==> src/rtl/interrupt_acknowledge_sequencer.sv <==
// interrupt_acknowledge_sequencer
// Sits between the priority resolver and the in-service register. Raises INT,
// runs the 8086-style two-pulse INTA handshake, strobes the frozen winning
// level into the in-service register, drives the vector byte on the data bus
// and produces the registered one-cycle end-of-interrupt clear vector.
// Optional feature: define PIC_AUTO_EOI_EN to enable automatic EOI
// (gated at run time by auto_eoi_config).
module interrupt_acknowledge_sequencer (
    input  logic       clock,
    input  logic       reset_n,
    input  logic [7:0] interrupt_request,
    input  logic       interrupt_acknowledge_n,
    input  logic [4:0] vector_base,
    input  logic [7:0] highest_level_in_service,
    input  logic       nonspecific_eoi,
    input  logic       specific_eoi,
    input  logic [2:0] specific_eoi_level,
    input  logic       auto_eoi_config,
    output logic       interrupt_to_cpu,
    output logic       latch_in_service,
    output logic [7:0] interrupt,
    output logic [7:0] end_of_interrupt,
    output logic [7:0] data_bus_out,
    output logic       data_bus_out_enable
);

    typedef enum logic [1:0] {
        ST_IDLE = 2'd0,
        ST_REQ  = 2'd1,
        ST_ACK1 = 2'd2,
        ST_ACK2 = 2'd3
    } state_t;

    state_t     state_q, state_d;
    logic       inta_prev_q;
    logic [7:0] winner_q, winner_d;
    logic       int_q, int_d;
    logic       latch_q, latch_d;
    logic [7:0] interrupt_q, interrupt_d;
    logic [7:0] eoi_q, eoi_d;
    logic [7:0] dbo_q, dbo_d;
    logic       dboe_q, dboe_d;
    logic [7:0] aeoi_s;
    logic       fall_s;
    logic       rise_s;

    // Binary level of a one-hot winner; an empty winner reports level 7 (spurious).
    function automatic logic [2:0] encode_level(input logic [7:0] onehot);
        logic [2:0] lvl;
        lvl = 3'd7;
        for (int i = 0; i < 8; i++) begin
            if (onehot[i]) begin
                lvl = i[2:0];
            end else begin
                lvl = lvl;
            end
        end
        return lvl;
    endfunction

`ifndef PIC_AUTO_EOI_EN
    // The AEOI configuration bit has no effect in this build.
    logic unused_auto_eoi_s;
    assign unused_auto_eoi_s = auto_eoi_config;
`endif

    assign fall_s = inta_prev_q & ~interrupt_acknowledge_n;
    assign rise_s = ~inta_prev_q & interrupt_acknowledge_n;

    // State and output registers with synchronous active-low reset.
    always_ff @(posedge clock) begin
        if (!reset_n) begin
            state_q     <= ST_IDLE;
            inta_prev_q <= 1'b1;
            winner_q    <= 8'h00;
            int_q       <= 1'b0;
            latch_q     <= 1'b0;
            interrupt_q <= 8'h00;
            eoi_q       <= 8'h00;
            dbo_q       <= 8'h00;
            dboe_q      <= 1'b0;
        end else begin
            state_q     <= state_d;
            inta_prev_q <= interrupt_acknowledge_n;
            winner_q    <= winner_d;
            int_q       <= int_d;
            latch_q     <= latch_d;
            interrupt_q <= interrupt_d;
            eoi_q       <= eoi_d;
            dbo_q       <= dbo_d;
            dboe_q      <= dboe_d;
        end
    end

    // Next-state and next-output logic for the INTA handshake and EOI vector.
    always_comb begin
        state_d     = state_q;
        winner_d    = winner_q;
        int_d       = int_q;
        latch_d     = 1'b0;
        interrupt_d = 8'h00;
        dbo_d       = dbo_q;
        dboe_d      = dboe_q;
        aeoi_s      = 8'h00;
        case (state_q)
            ST_IDLE: begin
                if (interrupt_request != 8'h00) begin
                    int_d   = 1'b1;
                    state_d = ST_REQ;
                end else begin
                    int_d   = 1'b0;
                end
            end
            ST_REQ: begin
                // INT stays up even if the request withdraws before INTA.
                if (fall_s) begin
                    winner_d    = interrupt_request;
                    latch_d     = 1'b1;
                    interrupt_d = interrupt_request;
                    int_d       = 1'b0;
                    state_d     = ST_ACK1;
                end else begin
                    int_d       = 1'b1;
                end
            end
            ST_ACK1: begin
                // The rise ending the first pulse is ignored; wait for the second fall.
                if (fall_s) begin
                    dbo_d   = {vector_base, encode_level(winner_q)};
                    dboe_d  = 1'b1;
                    state_d = ST_ACK2;
                end else begin
                    state_d = ST_ACK1;
                end
            end
            ST_ACK2: begin
                if (rise_s) begin
                    dbo_d   = 8'h00;
                    dboe_d  = 1'b0;
                    state_d = ST_IDLE;
`ifdef PIC_AUTO_EOI_EN
                    aeoi_s  = auto_eoi_config ? winner_q : 8'h00;
`endif
                end else begin
                    state_d = ST_ACK2;
                end
            end
            default: begin
                state_d = ST_IDLE;
                int_d   = 1'b0;
                dbo_d   = 8'h00;
                dboe_d  = 1'b0;
            end
        endcase
        eoi_d = (nonspecific_eoi ? highest_level_in_service : 8'h00)
              | (specific_eoi ? (8'd1 << specific_eoi_level) : 8'h00)
              | aeoi_s;
    end

    assign interrupt_to_cpu    = int_q;
    assign latch_in_service    = latch_q;
    assign interrupt           = interrupt_q;
    assign end_of_interrupt    = eoi_q;
    assign data_bus_out        = dbo_q;
    assign data_bus_out_enable = dboe_q;

endmodule
==> config.mk <==
export PLATFORM = sky130hd
export DESIGN_NAME = interrupt_acknowledge_sequencer
export DESIGN_NICKNAME = d
export VERILOG_FILES = /design/src/rtl/interrupt_acknowledge_sequencer.sv
export SDC_FILE = /design/constraint.sdc
export NUM_CORES = 1
export LEC_CHECK = 0
export ABC_AREA = 1
export BUFFER_PORTS_ARGS = -buffer_cell sky130_fd_sc_hd__buf_2
export CORE_ASPECT_RATIO = 1.25
export CORE_MARGIN = 8
export CORE_UTILIZATION = 25
export CTS_BUF_LIST = sky130_fd_sc_hd__clkbuf_4
export CTS_CLUSTER_SIZE = 14
export DETAILED_ROUTE_END_ITERATION = 10
export GPL_TIMING_DRIVEN = 0
export MAX_ROUTING_LAYER = met4
export SYNTH_ARGS = -nofsm -noshare
export SYNTH_HDL_FRONTEND = slang
export SYNTH_SLANG_ARGS = --single-unit
==> constraint.sdc <==
create_clock -name clock -period 3.3 [get_ports clock]
set_input_delay 0.165 -clock clock [delete_from_list [all_inputs] [get_ports clock]]
set_output_delay 0.165 -clock clock [all_outputs]
set_load 0.05 [all_outputs]
; After elaboration in Yosys (flattened, before gate mapping)
; Index checks and enable logic that the tools add are counted.
[totals]
reg_bits = 38
in_bits = 30
output_inout_bits = 27
wordCells = 56
[classes]
n_eq_ne = 7
shift = 1
n_mux = 25
n_bitwise = 5
reduce_logical = 9
[ops]
columns = op, count
row1 = $mux W8, 4
row2 = $mux W3, 8
row3 = $pmux W8 S2, 1
row4 = $ne A2 B2 Y1 const B, 4
row5 = $or A8 B8 Y8, 1
row6 = $pmux W2 S4, 1
row7 = $reduce_bool A8 Y1, 1
row8 = $shl A1 B3 Y8 const A, 1
row9 = $mux W1, 6
row10 = $mux W2, 3
row11 = $reduce_and A2 Y1, 3
row12 = $reduce_and A3 Y1, 2
row13 = $eq A2 B2 Y1 const B, 2
row14 = $pmux W1 S2, 2
row15 = $reduce_bool A2 Y1, 2
row16 = $and A1 B1 Y1, 2
row17 = $eq A2 B1 Y1 const B, 1
row18 = $logic_not A2 Y1, 1
row19 = $not A1 Y1, 2

; Longest topological paths before layout
; Gate-level depths: netlist (run 1).
[logic_depth]
word_depth = 10
mapped_depth = 10
ltp_nobuf = 10

; Worst setup path before layout (run 1)
; Ideal clock, no wire load.
[synth_timing]
path_type = register -> register
from = register state_q[1]
to = register dbo_q[7] (netlist: data_bus_out[7])
setup_time_ns = 0.070
arrival_time_ns = 1.038
required_time_ns = 3.230
slack_ns = 2.192
stages_incl_launch_ff = 7
n_path_buf = 0
period_less_slack_ns = 1.108
path_cell_list = dfxtp_1 inv_2 nor2_2 inv_2 nor3_4 nand3_2 a21oi_1
[synth_via]
elab_chain_cells = 3
elab_cells_between_ends = 7
classes_between = eq/ne: 4 / mux: 1 / reduce/logical: 2
[synth_lines]
columns = element, line_no
row1 = start: declaration, 34  ; state_t state_q, state_d;
row2 = start signal: assignment, 83  ; state_q <= state_d;
row3 = $eq A2 B2 Y1, 105  ; case (state_q)
row4 = $ne A2 B2 Y1 (no line) / $reduce_bool A2 Y1 (equally long branches), --
row5 = $reduce_and A3 Y1 (no line), --
row6 = end signal: assignment, 90  ; dbo_q <= dbo_d;
row7 = end: declaration, 41  ; logic [7:0] dbo_q, dbo_d;
; Parallel ways exist; a longest one is shown, timed or not.
; A chain may end at the register's enable or synchronous reset.

; Worst setup path in the final report (run 1)
; Same ends and word-level chain as after synthesis.

==> results of run 1 <==
[flip-flops by register name (all words and copies together) (netlist names)]
| register | count |
|---|---|
| latch_in_service | 1 |
| data_bus_out | 8 |
| end_of_interrupt | 8 |
| data_bus_out_enable | 1 |
| state_q | 2 |
| winner_q | 8 |
| interrupt | 8 |
| interrupt_to_cpu | 1 |
| inta_prev_q | 1 |
[cells in the final DEF (no fill, tap or decap), types with 2 or more instances in the layout]
cell type	instances
nor2_2	3
a21oi_1	19
nand3_1	5
nand4_1	2
inv_1	24
dfxtp_1	38
nor3_1	2
o22ai_1	8
clkbuf_4	6
nor2_1	18
clkbuf_1	3
o21ai_2	2
buf_2	54
inv_2	3
nand2_1	44
[stage by stage]
| step | util | setup WS, ns | instance area [um2] |
|---|---|---|---|
| after floorplan | - | 2.19 | 1400 |
| after global placement | 0.324 | 2.03 | 1750 |
| after detailed placement | 0.324 | 1.98 | 1750 |
| after CTS | 0.334 | 1.93 | 1800 |
| after global routing | 0.334 | 1.78 | 1800 |
| final | 0.334 | 1.98 | 1800 |
[power groups by stage]
stage,clock network [mW],registers [mW],logic (mW)
after floorplan,0,0.562,0.0786
after global placement,0,0.507,0.185
after detailed placement,0,0.508,0.187
after CTS,0.252,0.497,0.187
after global routing,0.269,0.500,0.205
final,0.235,0.497,0.184
[kinds of logic (layout without fill, tap and decap cells)]
| family | Yosys count | after routing | synth area share |
|---|---|---|---|
| compound gates | 31 | 31 | 0.127 |
| flops | 38 | 38 | 0.543 |
| buf+inv | 31 | 92 | 0.0884 |
| simple gates | 78 | 78 | 0.242 |
[worst paths after layout]
| path | startpoint | endpoint | slack, ns | cells after the start |
|---|---|---|---|---|
| hold reg to reg | data_bus_out[6]$_SDFFE_PN0P_ | data_bus_out[6]$_SDFFE_PN0P_ | 0.46 | 2 |
| setup reg to reg | state_q[1]$_SDFFE_PN0P_ | data_bus_out[7]$_SDFFE_PN0P_ | 1.98 | 6 |
| setup / recovery | state_q[1]$_SDFFE_PN0P_ | data_bus_out[7]$_SDFFE_PN0P_ | 1.98 | 6 |
| hold / removal | vector_base[2] | data_bus_out[5]$_SDFFE_PN0P_ | 0.06 | 3 |
[per-layer routing]
metal  vias to the layer above  track usage  wire, um
met2                        40        0.149      1670
met4                         0       0.0447        80
met5                         -            -         0
li1                        687            -         -
met3                         5       0.0303       208
met1                       558       0.0910      1540
[Yosys cell counts (all sizes together), types with 2 or more instances]
cell type and number:
a21oi 19, clkbuf 3, dfxtp 38, inv 27, nand2 44, nand3 6, nand4 2, nor2 21
nor3 3, o21ai 2, o22ai 8
[worst reg2reg max path: stages (launching register included)]
cell	delay [ns]
dfxtp_1	0.42
inv_2	0.06
nor2_2	0.08
inv_2	0.06
nor3_4	0.38
nand3_2	0.10
a21oi_1	0.16
[cell type report]
type	count	area, um2	area share
Buffer	4	22.5	0.0125
Multi-Input combinational cell	109	517	0.286
Timing Repair Buffer	54	270	0.150
Clock inverter	1	7.51	0.00416
Sequential cell	38	761	0.422
Inverter	27	101	0.0562
Clock buffer	6	45.0	0.0250
Tap cell	64	80.1	0.0444
==> out/results.txt, run 1 <==
fmax: 755 MHz
HPWL after detailed placement: 2.73 mm
cell taking the most area after synthesis: dfxtp_1
Mapped Area: 1400 um2
TritonRoute pass-1 iters: 4
Crit-path slowest cell: dfxtp_1
Hold Violations, Final: 0
Fin Hold WS: 0.0631 ns
most frequent CP cell: inv_2
Post-DRT Antenna Nets: 0
post-synth top area share: 0.543
Root Buffer: clkbuf_4
RSZ-0062 raised after global routing: no
Nets: 269
Design Power: 916 uW
vias in the first global route: 1363
register share of total power: 0.542
die span in x: 83.0 um
CP max stage delay: 0.42 ns
Mapped Avg Cell Area: 7.87 um2
core area: 5410 um2
die height: 99.7 um
hold buffer count at cts: 0
DR iter-0 viols: 34
postcts setup bufs: 0
diode count: 0
synth unique cells: 20
CTS H-tree lvls: 2
total CTS buffers: 5
max cap viols: 0
max-slew violations: 0
FF+latch count, synth: 38
Vias/cell: 4.26
Synth Net Count: 208
Yosys warnings: 0
crit-path leading delay family: simple AND/OR/NAND/NOR gates
synthesized instance count: 178
Pwr per Cell Area: 508 nW/um2
TNS Setup: 0 ns
die area: 8270 um2
status: complete, no violations
Setup crit end kind: flop
detailed-route via count: 1290
total gr overflow: 0
io pins: 57
Comb pwr share: 0.201
synth top area cells: dfxtp_1 54%, nand2_1 12%, a21oi_1 6.8%
Layout Skew: 0.0139 ns
VDD IR max: 0.000148 V
Static Leak: 0.897 nW
CTS Sinks: 38
Worst EP arrival: 1.60 ns
Worst setup SP type: flop
port bufs: 54
antenna violations before repair: 0
Net Sw Frac: 0.315
placed cells: 296
Filler cells: 607
Starting Density: 0.259
Resize count post-CTS: 0
clock transition at the registers of the reported paths: 0.11 ns
layout cells sized above 1: 0.305
Clock Latency Late Sink: 0.34 ns
GPL Wtd Cong: 0.773
Slew @ Worst Pin: 0.474 ns
crit path time final: 1.32 ns
wire length per cell: 11.5 um
crit-path max FO: 10
Hold Path Class: in2reg
std cell rows: 30
largest net degree at the start of global routing: 12
clock power share: 0.257
Power Internal: 627 uW
Routed WL: 3.50 mm
Psw: 289 uW
Non-Filler Instances: 303
final setup violation count: 0
CP cell instances: inv_2 -> nor2_2 -> inv_2 -> nor3_4 -> nand3_2 -> a21oi_1
Setup CP Type: reg2reg
Post-synth top flop: dfxtp_1
first-pass GRT wire length: 5.94 mm
CTS Buffer Depth: 2
CTS tree: yes
Slew HR: 0.683
period utilisation layout: 0.401
worst path buffer plus inverter count: 2
Seq/Total Area, Yosys: 0.543
Area growth syn-to-layout: 28.7%
WP data required: 3.57 ns
GRT Util Overall: 0.0889
# DRC: 0
ys async rst share: 0
Post-synth EDFFs: 0
(Power assumes the default switching activity.)
==> run 2: changes to the inputs <==
ABC_AREA = 0   (was 1)
clock period = 1.15 ns   (was 3.3 ns; I/O delays follow)
==> run 2 against run 1 <==
The run now ends with negative setup slack left; via count did not move; synthesized cell count fell by 25%; critical path type unchanged; global-route usage rose by 0.57 points; non-clock buffer count grew 29; hold slack lost 0.037 ns; register-to-register slack got worse by 2.1 ns; largest power group unchanged; sequential power rose to 2.9 times the previous value.
==> out/results.txt, run 2 <==
Filler cells: 574 (-5.4%)
Slew @ Worst Pin: 0.488 ns (+0.0135 ns)
register share of total power: 0.538 (-0.004)
Hold Startpoint: reset_n
failing checks: negative setup slack
Design Power: 2.64 mW (+190%)
Hold Violations, Final: 0 (unchanged)
Final Util: 0.392 (+0.0581)
largest net degree at the start of global routing: 11 (-1)
VDD IR max: 0.000374 V (+150%)
Synth Net Count: 164 (-21%)
Psw: 784 uW (+170%)
Register-to-Register Setup Slack: -0.11 ns (-2.09 ns)
Clock Latency Late Sink: 0.32 ns (-0.02 ns)
Mapped Area: 1400 um2 (-0.45%)
RSZ-0062 raised after global routing: yes
Reg2Reg Depth: 5 (-1)
WP data required: 1.38 ns (-2.19 ns)
Slew HR: 0.672 (-0.0109)
Static Leak: 1.02 nW (+14%)
period utilisation layout: 1.10 (+0.696)
Worst setup SP type: flop
# DRC: 0 (unchanged)
most frequent cell after synthesis: dfxtp_1
Post-synth top flop: dfxtp_1
synthesized instance count: 134 (-25%)
commonest non-fill, non-tap cell in the layout: buf_2
vias in the first global route: 1315 (-3.5%)
antenna violations before repair: 0 (unchanged)
std cell rows: 30 (unchanged)
CTS tree: yes
ys async rst share: 0 (unchanged)
Starting Density: 0.258 (-0.00116)
CTS H-tree lvls: 2 (unchanged)
cell taking the most area after synthesis: dfxtp_1
Net Sw Frac: 0.297 (-0.0184)
Post-synth EDFFs: 0 (unchanged)
Pwr per Cell Area: 1250 nW/um2 (+150%)
clock transition at the registers of the reported paths: 0.11 ns (about the same)
Mapped Avg Cell Area: 10.4 um2 (+32%)
clock power share: 0.229 (-0.028)
GPL Wtd Cong: 0.753 (-2.6%)
DR iter-0 viols: 49 (+44%)
Vias/cell: 4.51 (+5.9%)
max-slew violations: 0 (unchanged)
CTS Buffer Depth: 2 (unchanged)
total gr overflow: 0 (unchanged)
port bufs: 54 (unchanged)
die area: 8240 um2 (-0.37%)
synth unique cells: 35 (+75%)
fmax: 793 MHz (+5.0%)
status: complete, but fails checks
Worst EP arrival: 1.49 ns (-0.11 ns)
TritonRoute pass-1 iters: 4 (unchanged)
crit path time final: 1.26 ns (-0.0627 ns)
Seq/Total Area, Yosys: 0.545 (+0.00243)
FF-to-FF Start: inta_prev_q$_SDFF_PN1_
final setup violation count: 16 (+16)
Root Buffer: clkbuf_4
die height: 99.5 um (-0.19%)
Nets: 253 (-5.9%)
final setup margin: -0.112 ns (-2.09 ns)
wire length per cell: 13.2 um (+14%)
core area: 5410 um2 (unchanged)
Comb pwr share: 0.233 (+0.032)
Yosys warnings: 0 (unchanged)
synth top area cells: dfxtp_1 55%, and2_4 5.0%, a21o_1 4.3%
Post-DRT Antenna Nets: 0 (unchanged)
Worst R2R End: data_bus_out[6]$_SDFFE_PN0P_
total CTS buffers: 5 (unchanged)
TNS Setup: -0.876 ns (-0.876 ns)
hold worst-path end: data_bus_out[7]$_SDFFE_PN0P_
Layout Skew: 0.00753 ns (-0.00640 ns)
die span in x: 82.8 um (-0.18%)
first-pass GRT wire length: 6.22 mm (+4.8%)
io pins: 57 (unchanged)
Hold Path Class: in2reg
Routed WL: 3.77 mm (+7.7%)
layout cells sized above 1: 0.423 (+0.118)
most frequent cells in the layout: 54 x buf_2, 35 x dfxtp_1, 22 x dlygate4sd3_1, 16 x nor2_1
Power Internal: 1.85 mW (+200%)
max cap viols: 0 (unchanged)
diode count: 0 (unchanged)
GRT Util Overall: 0.0946 (+0.00570)
setup slack after placement: -0.206 ns (-2.18 ns)
Setup CP Type: reg2reg
HPWL after detailed placement: 2.72 mm (-0.49%)
worst hold stages: 3 (unchanged)
Setup crit end kind: flop
CTS Sinks: 38 (unchanged)
FF+latch count, synth: 38 (unchanged)
post-synth top area share: 0.545 (+0.00243)
detailed-route via count: 1290 (unchanged)
Area growth syn-to-layout: 51.8%
Post-synth top cells: 38 x dfxtp_1, 16 x nor2_1, 9 x a21oi_1
crit-path max FO: 5 (-5)
[run 2: changes by cell type after synthesis, moves of 3 or more]
cell,delta
a21o_1,+8
a21oi_1,-10
a22o_1,+6
a32oi_1,+4
and2_4,+8
inv_1,-21
nand2_1,-39
nand3_1,-4
nor2_2,-3
nor2b_1,+5
o22ai_1,-8
[run 2: power by group through the flow]
stage | clock [mW] | combinational [mW] | sequential (mW)
floorplan | 0 | 0.210 | 1.59
global placement | 0 | 0.498 | 1.45
detailed placement | 0 | 0.500 | 1.45
CTS | 0.644 | 0.603 | 1.42
global route | 0.708 | 0.663 | 1.43
finish | 0.604 | 0.615 | 1.42
[run 2: worst max-delay path by stage]
stage / to / start / slack (ns) / cells past startpoint
2_1_floorplan: winner_q[0]$_SDFFE_PN0P_ / state_q[0]$_SDFFE_PN0P_ / -0.02 / 6
3_5_place_dp: winner_q[7]$_SDFFE_PN0P_ / state_q[0]$_SDFFE_PN0P_ / -0.21 / 4
3_3_place_gp: winner_q[3]$_SDFFE_PN0P_ / state_q[0]$_SDFFE_PN0P_ / -0.19 / 4
4_1_cts: data_bus_out[4]$_SDFFE_PN0P_ / state_q[0]$_SDFFE_PN0P_ / -0.12 / 6
5_1_grt: data_bus_out[5]$_SDFFE_PN0P_ / inta_prev_q$_SDFF_PN1_ / -0.16 / 5
6_report: data_bus_out[6]$_SDFFE_PN0P_ / inta_prev_q$_SDFF_PN1_ / -0.11 / 5
[run 2: area by class of cell]
| class | count | area [um2] | share of cell area |
|---|---|---|---|
| timing repair buffer | 82 | 539 | 0.255 |
| clock buffer | 5 | 37.5 | 0.0177 |
| tap | 64 | 80.1 | 0.0378 |
| buffer | 5 | 33.8 | 0.0159 |
| multi-input combinational | 87 | 642 | 0.303 |
| inverter | 4 | 15.0 | 0.00709 |
| clock inverter | 1 | 3.75 | 0.00177 |
| sequential | 38 | 767 | 0.362 |
[run 2: metal layers]
metal  share of wire  GRT usage  vias up
li1                -          -      662
met1            0.40     0.0956      585
met2            0.53      0.162       37
met3           0.051     0.0335        6
met4           0.016     0.0407        0
met5               0          -        -
[run 2: critical path: stages (launching register included)]
cell and delay, ns:
dfxtp_4 0.38, nor2b_4 0.17, and3_4 0.21, a311oi_4 0.04, buf_4 0.16, a22o_1 0.22
[run 2: repair_timing]
| item | CTS | global route |
|---|---|---|
| buffers inserted | 6 | 0 |
| endpoints found under the hold margin | 21 | 0 |
| gates resized for setup | 9 | 7 |
| setup endpoints to repair | 17 | 18 |
| pin swaps | 8 | 3 |
| hold buffers | 22 | 0 |
| cloned | 1 | 0 |
[run 2: cell families after synthesis]
kind of cell           after synthesis  synth area share
DFF                                 38             0.545
buffers and inverters               10            0.0368
muxes                                1           0.00807
and+or+nand+nor                     45             0.188
AOI/OAI and AO/OA                   40             0.222
[run 2: metrics by stage]
step                      instances  cell area, um2  hold WS, ns
after floorplan                 134            1410        0.131
after global placement          252            1760        0.268
after detailed placement        252            1760        0.277
after CTS                       286            2100      0.00702
after global routing            286            2120      0.00906
final                           286            2120       0.0262
